## config.mk

```make
export PLATFORM = sky130hd
export DESIGN_NAME = phy_reg_free_list_ctrl
export DESIGN_NICKNAME = d
export VERILOG_FILES = /design/src/rtl/phy_reg_free_list_ctrl.sv
export SDC_FILE = /design/constraint.sdc
export NUM_CORES = 1
export LEC_CHECK = 0
export ABC_AREA = 1
export CAP_MARGIN = 25
export CORE_ASPECT_RATIO = 1.25
export CORE_MARGIN = 5
export CORE_UTILIZATION = 67
export CTS_CLUSTER_DIAMETER = 80
export DETAILED_ROUTE_END_ITERATION = 10
export GPL_TIMING_DRIVEN = 0
export PLACE_DENSITY = 0.95
export SLEW_MARGIN = 5
export SYNTH_ARGS = -nofsm -noshare
export SYNTH_HDL_FRONTEND = slang
export SYNTH_SLANG_ARGS = --single-unit
```

## constraint.sdc

```tcl
create_clock -name clk_i -period 14.8 [get_ports clk_i]
set_input_delay 2.96 -clock clk_i [delete_from_list [all_inputs] [get_ports clk_i]]
set_output_delay 2.96 -clock clk_i [all_outputs]
set_load 0.03 [all_outputs]
```

## src/rtl/phy_reg_free_list_ctrl.sv

```systemverilog
// Free physical register pool for rename: self-fills after reset, then allocates from
// the head and accepts releases at the tail. Optional duplicate-release detection: PHY_FREE_LIST_DUP_CHECK_EN.
module phy_reg_free_list_ctrl #(
  parameter int PHYSICAL_REG_NUM_WIDTH = 7,
  parameter int ARCH_REG_NUM           = 32
) (
  input  logic                              clk_i,
  input  logic                              reset_i,
  input  logic                              alloc_req_i,
  output logic                              alloc_gnt_o,
  output logic [PHYSICAL_REG_NUM_WIDTH-1:0] alloc_reg_o,
  input  logic                              free_valid_i,
  input  logic [PHYSICAL_REG_NUM_WIDTH-1:0] free_reg_i,
  output logic [PHYSICAL_REG_NUM_WIDTH:0]   free_count_o,
  output logic                              empty_o,
  output logic                              init_done_o,
  output logic                              error_o
);

  localparam int PHYS_NUM = 2 ** PHYSICAL_REG_NUM_WIDTH;
  localparam int DEPTH    = PHYS_NUM - ARCH_REG_NUM;
  localparam int PTR_W    = (DEPTH > 1) ? $clog2(DEPTH) : 1;
  localparam int CNT_W    = PHYSICAL_REG_NUM_WIDTH + 1;
  localparam int RW       = PHYSICAL_REG_NUM_WIDTH;

  localparam logic [PTR_W-1:0] PTR_LAST  = PTR_W'(DEPTH - 1);
  localparam logic [CNT_W-1:0] CNT_FULL  = CNT_W'(DEPTH);
  localparam logic [RW-1:0]    REG_FIRST = RW'(ARCH_REG_NUM);
  localparam logic [RW-1:0]    REG_LAST  = RW'(PHYS_NUM - 1);

  typedef enum logic {ST_INIT, ST_READY} state_t;

  state_t            state_q, state_d;
  logic              in_init, ready;
  logic [PTR_W-1:0]  rd_ptr_q, rd_ptr_d, wr_ptr_q, wr_ptr_d;
  logic [CNT_W-1:0]  cnt_q, cnt_d;
  logic [RW-1:0]     init_val_q, init_val_d;
  logic              error_q, error_d;
  logic [RW-1:0]     mem_q [DEPTH];
  logic [RW-1:0]     head, wr_data;
  logic              gnt, wr_en, accept, bad_x0, bad_ovf, dup;

  function automatic logic [PTR_W-1:0] ptr_inc(input logic [PTR_W-1:0] p);
    return (p == PTR_LAST) ? '0 : p + 1'b1;
  endfunction

  // FSM: state register
  always_ff @(posedge clk_i) begin
    if (!reset_i) state_q <= ST_INIT;
    else          state_q <= state_d;
  end

  // FSM: next state; INIT ends on the cycle that writes the last physical register
  always_comb begin
    state_d = state_q;
    case (state_q)
      ST_INIT:  if (init_val_q == REG_LAST) state_d = ST_READY;
      ST_READY: state_d = ST_READY;
      default:  state_d = ST_INIT;
    endcase
  end

  // FSM: outputs
  always_comb begin
    in_init = 1'b0;
    ready   = 1'b0;
    case (state_q)
      ST_INIT:  in_init = 1'b1;
      ST_READY: ready   = 1'b1;
      default:  ;
    endcase
  end

  assign head    = mem_q[rd_ptr_q];
  assign gnt     = ready & alloc_req_i & (cnt_q != '0);
  assign bad_x0  = (free_reg_i == '0);
  assign bad_ovf = (cnt_q == CNT_FULL) & ~gnt;
  assign accept  = ready & free_valid_i & ~bad_x0 & ~bad_ovf & ~dup;
  assign wr_en   = in_init | accept;
  assign wr_data = in_init ? init_val_q : free_reg_i;

`ifdef PHY_FREE_LIST_DUP_CHECK_EN
  logic [PHYS_NUM-1:0] in_list_q, in_list_d;

  // A release of the register being granted this cycle is legitimate.
  assign dup = in_list_q[free_reg_i] & ~(gnt & (head == free_reg_i));

  always_comb begin
    in_list_d = in_list_q;
    if (gnt)   in_list_d[head]    = 1'b0;
    if (wr_en) in_list_d[wr_data] = 1'b1;
  end

  always_ff @(posedge clk_i) begin
    if (!reset_i) in_list_q <= '0;
    else          in_list_q <= in_list_d;
  end
`else
  assign dup = 1'b0;
`endif

  always_comb begin
    rd_ptr_d   = gnt   ? ptr_inc(rd_ptr_q) : rd_ptr_q;
    wr_ptr_d   = wr_en ? ptr_inc(wr_ptr_q) : wr_ptr_q;
    init_val_d = in_init ? init_val_q + 1'b1 : init_val_q;
    error_d    = error_q | (ready & free_valid_i & (bad_x0 | bad_ovf | dup));
    cnt_d      = cnt_q;
    case ({wr_en, gnt})
      2'b10:   cnt_d = cnt_q + 1'b1;
      2'b01:   cnt_d = cnt_q - 1'b1;
      default: ;
    endcase
  end

  always_ff @(posedge clk_i) begin
    if (!reset_i) begin
      rd_ptr_q   <= '0;
      wr_ptr_q   <= '0;
      cnt_q      <= '0;
      init_val_q <= REG_FIRST;
      error_q    <= 1'b0;
    end else begin
      rd_ptr_q   <= rd_ptr_d;
      wr_ptr_q   <= wr_ptr_d;
      cnt_q      <= cnt_d;
      init_val_q <= init_val_d;
      error_q    <= error_d;
    end
  end

  // Storage is not reset; every entry is written during INIT before it can be read.
  always_ff @(posedge clk_i) begin
    if (reset_i && wr_en) mem_q[wr_ptr_q] <= wr_data;
  end

  assign alloc_gnt_o  = gnt;
  assign alloc_reg_o  = (ready && cnt_q != '0) ? head : '0;
  assign free_count_o = cnt_q;
  assign empty_o      = (cnt_q == '0) | ~ready;
  assign init_done_o  = ready;
  assign error_o      = error_q;

endmodule

```

* After elaboration in Yosys (flattened, before gate mapping)
Memories as Yosys holds them, arrays and structs flattened. A register that Yosys moved wholly into a read port is not among the register bits.
Cells that the tools add are included.
** Storage, ports and cells
- Input port bits :: 11
- Register bits after elaboration :: 31
- Memories kept :: 1
- Memory bits (writable) :: 672
** Cells by class
- Reductions and logical operators :: 6
- Equality and inequality tests :: 6
- Add/sub/neg operators :: 5
- Mux-type cells :: 13
- Bitwise gates (word level) :: 16
** Memories
- mem_q :: words 96, bits a word 7, read ports 1, clocked after memory_dff 1, write ports 1, line 39 : logic [RW-1:0] mem_q [DEPTH];
** Operator list (number)
- 2-to-1 mux 7 bit :: 6
- adder 7 x 1 -> 7 bit, second input constant :: 3
- == test 7 bit, second input constant :: 3
- case mux 8 bit (2 select lines) :: 1
- adder 8 x 1 -> 8 bit, second input constant :: 1
- == test 8 x 7 -> 1 bit, second input constant :: 1
- zero test 8 bit :: 1
- nonzero test 8 bit :: 1
- subtractor 8 x 1 -> 8 bit, second input constant :: 1
- AND 1 bit :: 7
- zero test 7 bit :: 1
- 2-to-1 mux 1 bit :: 5
- inverter 1 bit :: 5
- OR 1 bit :: 4
- == test 2 x 1 -> 1 bit, second input constant :: 1
- == test 2 bit, second input constant :: 1
- logical AND 1 bit :: 2
- case mux 1 bit (2 select lines) :: 1
- nonzero test 2 bit :: 1

* Depth between registers and ports, before layout
- Depth after elaboration :: 11
- Gate-level depth with buffers :: 17
- Mapped depth without buffers :: 17

* Worst setup path before layout
No wires, ideal clock.
- Path type :: input -> output
- From :: input alloc_req_i
- To :: output alloc_gnt_o
- Buffers on the path :: 0
- Data arrival time :: 3.688 ns
- Slack :: 8.152 ns
- Stages on the path :: 2
- Cells stage by stage :: nand2_1 a21oi_1
** Between the ends
- Word-level cells in the longest chain between the ends :: 2
** Ends and longest elaborated chain
- start, declared :: line 9 : input logic alloc_req_i,
- AND 1 bit (2 in series) :: line 75 : assign gnt = ready & alloc_req_i & (cnt_q != '0);
- end, declared :: line 10 : output logic alloc_gnt_o,
No other way between the ends.

* Worst setup path in the final report
Ends and elaborated chain as after synthesis.

==> flow_summary.toml <==
[synth]
ys_ff_latch = 710
yosys_warnings = 0
synth-edff-count = 672
synth_top_area_share = 0.686
synth_area_leader_cell = "edfxtp_1"
async_reset_ff_frac = 0
synthFlopType = "edfxtp_1"
synth_area_um2 = 29400
synth-seq-area-share = 0.712
syn-num-nets = 2652
synth_cell_types = 31
synthCells = 2630
synth_area_per_cell_um2 = 11.2
synthTopCellsByArea = "edfxtp_1 69%, nand2_1 11%, nand3_1 8.0%, dfxtp_1 2.6%, nor2_1 2.6%"

[power_and_ir_drop]
p_int_w = 0.00312
ir_drop_v = 0.000119
p_switching_w = 0.000781
clkPwrFrac = 0.419
power_density_nw_per_um2 = 119
p_sw_frac = 0.200
seq_power_share = 0.563
p_leak_nw = 11.9
finalPower_w = 0.00390
p_comb_frac = 0.018

[cells_and_area]
layout-drive-gt1-share = 0.0797
multi_input_area_um2 = 7620
num_antenna_cells = 0
syn_to_final_growth_pct = 11.5
fillers = 2310
final_cell_mix = "836 x nand2_1, 672 x edfxtp_1, 469 x nand3_1"
ff_latch_area_um2 = 20900
finalNetCount = 2756
final_common_cell = "nand2_1"

[global_route]
use_met1 = 0.460
gr-usage-met2 = 0.587
gr-usage-met3 = 0.0887
top_usage_layer = "met2"
antenna_found_initial = 1
grt-ovfl-total = 0
grtUsageTotal = 0.369
grt_pass1_vias = 22400
grt_pass1_wl_um = 133000
grt_max_degree = 79

[clock_tree]
cts_tree = "yes"
cts_buffer_depth = 3
root_buffer = "clkbuf_16"
ctsHoldBuffers = 0
postCtsSetupRepairBufs = 0
path_clk_slew_ps = 60
cts_made_buffers = 61
htree_levels = 2
clock-sinks = 710
clk_latency_ps = 620
cts_resized = 0

[worst_setup_path]
worstSetupPathType = "primary input to output pin"
cp-start-kind = "primary input"
cp.arrival_ps = 4810
crit_fanout = 6
critPathCaptureType = "output pin"
cp.required_ps = 11840

[worst_hold_path]
hp-class = "flop to flop"

[placed_design]
place.detailed.hpwl_um = 57900
place_congestion = 1.07
numPortBuffers = 29
pre_cts_ws_ps = 7130

[routing]
vias_per_cell = 6.86
drt_iter0_markers = 4959
firstDrtPassIters = 8
ant_nets = 0
wirelength_um = 89900
drc = 0
vias = 23000
wire_per_inst_um = 26.8

[sta]
rsz0062_at_grt = "false"
slew_viol_final = 0
tightest_slew_ps = 1080
setup_tns_ps = 0
fin_ws_ps = 7030
maxSlewHeadroom = 0.282
finalHoldViolCount = 0
skew_ps = 18.1
setup_viol_count_final = 0
layout_min_cycle_time_ps = 7770
max_freq_ghz = 0.129
period_share = 0.525

[floorplanning]
initial_utilization = 0.679
die_w_um = 197
rows = 85
ios = 30
core_um2 = 43300
die_h_um = 244
die_area_um2 = 48200

[job]
max_cap_viol_count = 0

[outcome]
status = "finished, final reports clean"
## registers in the layout, summed over array words and instances (netlist names), named ones only
| name | cells |
|---|---|
| error_o | 1 |
| rd_ptr_q | 7 |
| mem_q | 672 |
| init_val_q | 7 |
| free_count_o | 8 |
| state_q | 1 |
| wr_ptr_q | 7 |
## final cells by class
cell class | instances | share of cell area
Sequential cell | 710 | 0.639
Multi-Input combinational cell | 1720 | 0.232
Clock buffer | 84 | 0.0542
Buffer | 156 | 0.0224
Tap cell | 565 | 0.0216
Timing Repair Buffer | 41 | 0.0178
Clock inverter | 32 | 0.00809
Inverter | 44 | 0.00511
## critical path, cell delays in order
cell             delay, ps
clkdlybuf4s50_1        480
nand2_1                 90
a21oi_1                480
clkdlybuf4s50_1        790
## synth_stat cells (9+ instances only)
master    count
edfxtp_1    672
clkbuf_1     51
inv_1        36
buf_4         9
nand2_1     840
nand3_1     469
o31ai_1      28
nor2_1      202
o21ai_0      48
buf_1         9
buf_2        86
ha_1         10
dfxtp_1      38
a21oi_1      86
## metal layers
| metal | vias up | part of all wire |
|---|---|---|
| met5 | - | 0 |
| met4 | 0 | 0.085 |
| met3 | 554 | 0.15 |
| met2 | 2393 | 0.46 |
| met1 | 10700 | 0.30 |
| li1 | 9377 | - |
## kinds of logic after synthesis
| logic type | Yosys count | share of synthesized area |
|---|---|---|
| and+or+nand+nor | 1534 | 0.218 |
| adders and majority gates | 11 | 0.00494 |
| AOI/OAI and AO/OA | 164 | 0.0305 |
| DFF | 710 | 0.712 |
| buffers and inverters | 200 | 0.0307 |
| xor gates and xnor gates | 11 | 0.00328 |
## worst paths after layout
check | from | endpoint | slack, ps | depth (start not counted)
setup / recovery | alloc_req_i | alloc_gnt_o | 7030 | 4
hold reg to reg | wr_ptr_q[5] | wr_ptr_q[5] | 490 | 2
setup reg to reg | free_count_o[0] | free_count_o[6] | 11430 | 17
hold / removal | wr_ptr_q[5] | wr_ptr_q[5] | 490 | 2
## through the flow
step | hold WS (ps) | instances | utilization | area, µm²
6_report | 488 | 3352 | 0.758 | 32800
3_5_place_dp | 466 | 3236 | 0.710 | 30800
5_1_grt | 508 | 3352 | 0.758 | 32800
2_1_floorplan | 438 | 2630 | - | 29400
4_1_cts | 488 | 3352 | 0.758 | 32800
3_3_place_gp | 456 | 3224 | 0.702 | 30400
## power by group through the flow
stage               Clock, W  Sequential (W)  Combinational, W
finish               0.00163         0.00220         0.0000695
global route         0.00170         0.00219         0.0000709
CTS                  0.00160         0.00220         0.0000656
detailed placement         0         0.00224         0.0000645
global placement           0         0.00224         0.0000569
floorplan                  0         0.00224         0.0000294
(Power assumes the default switching activity.)
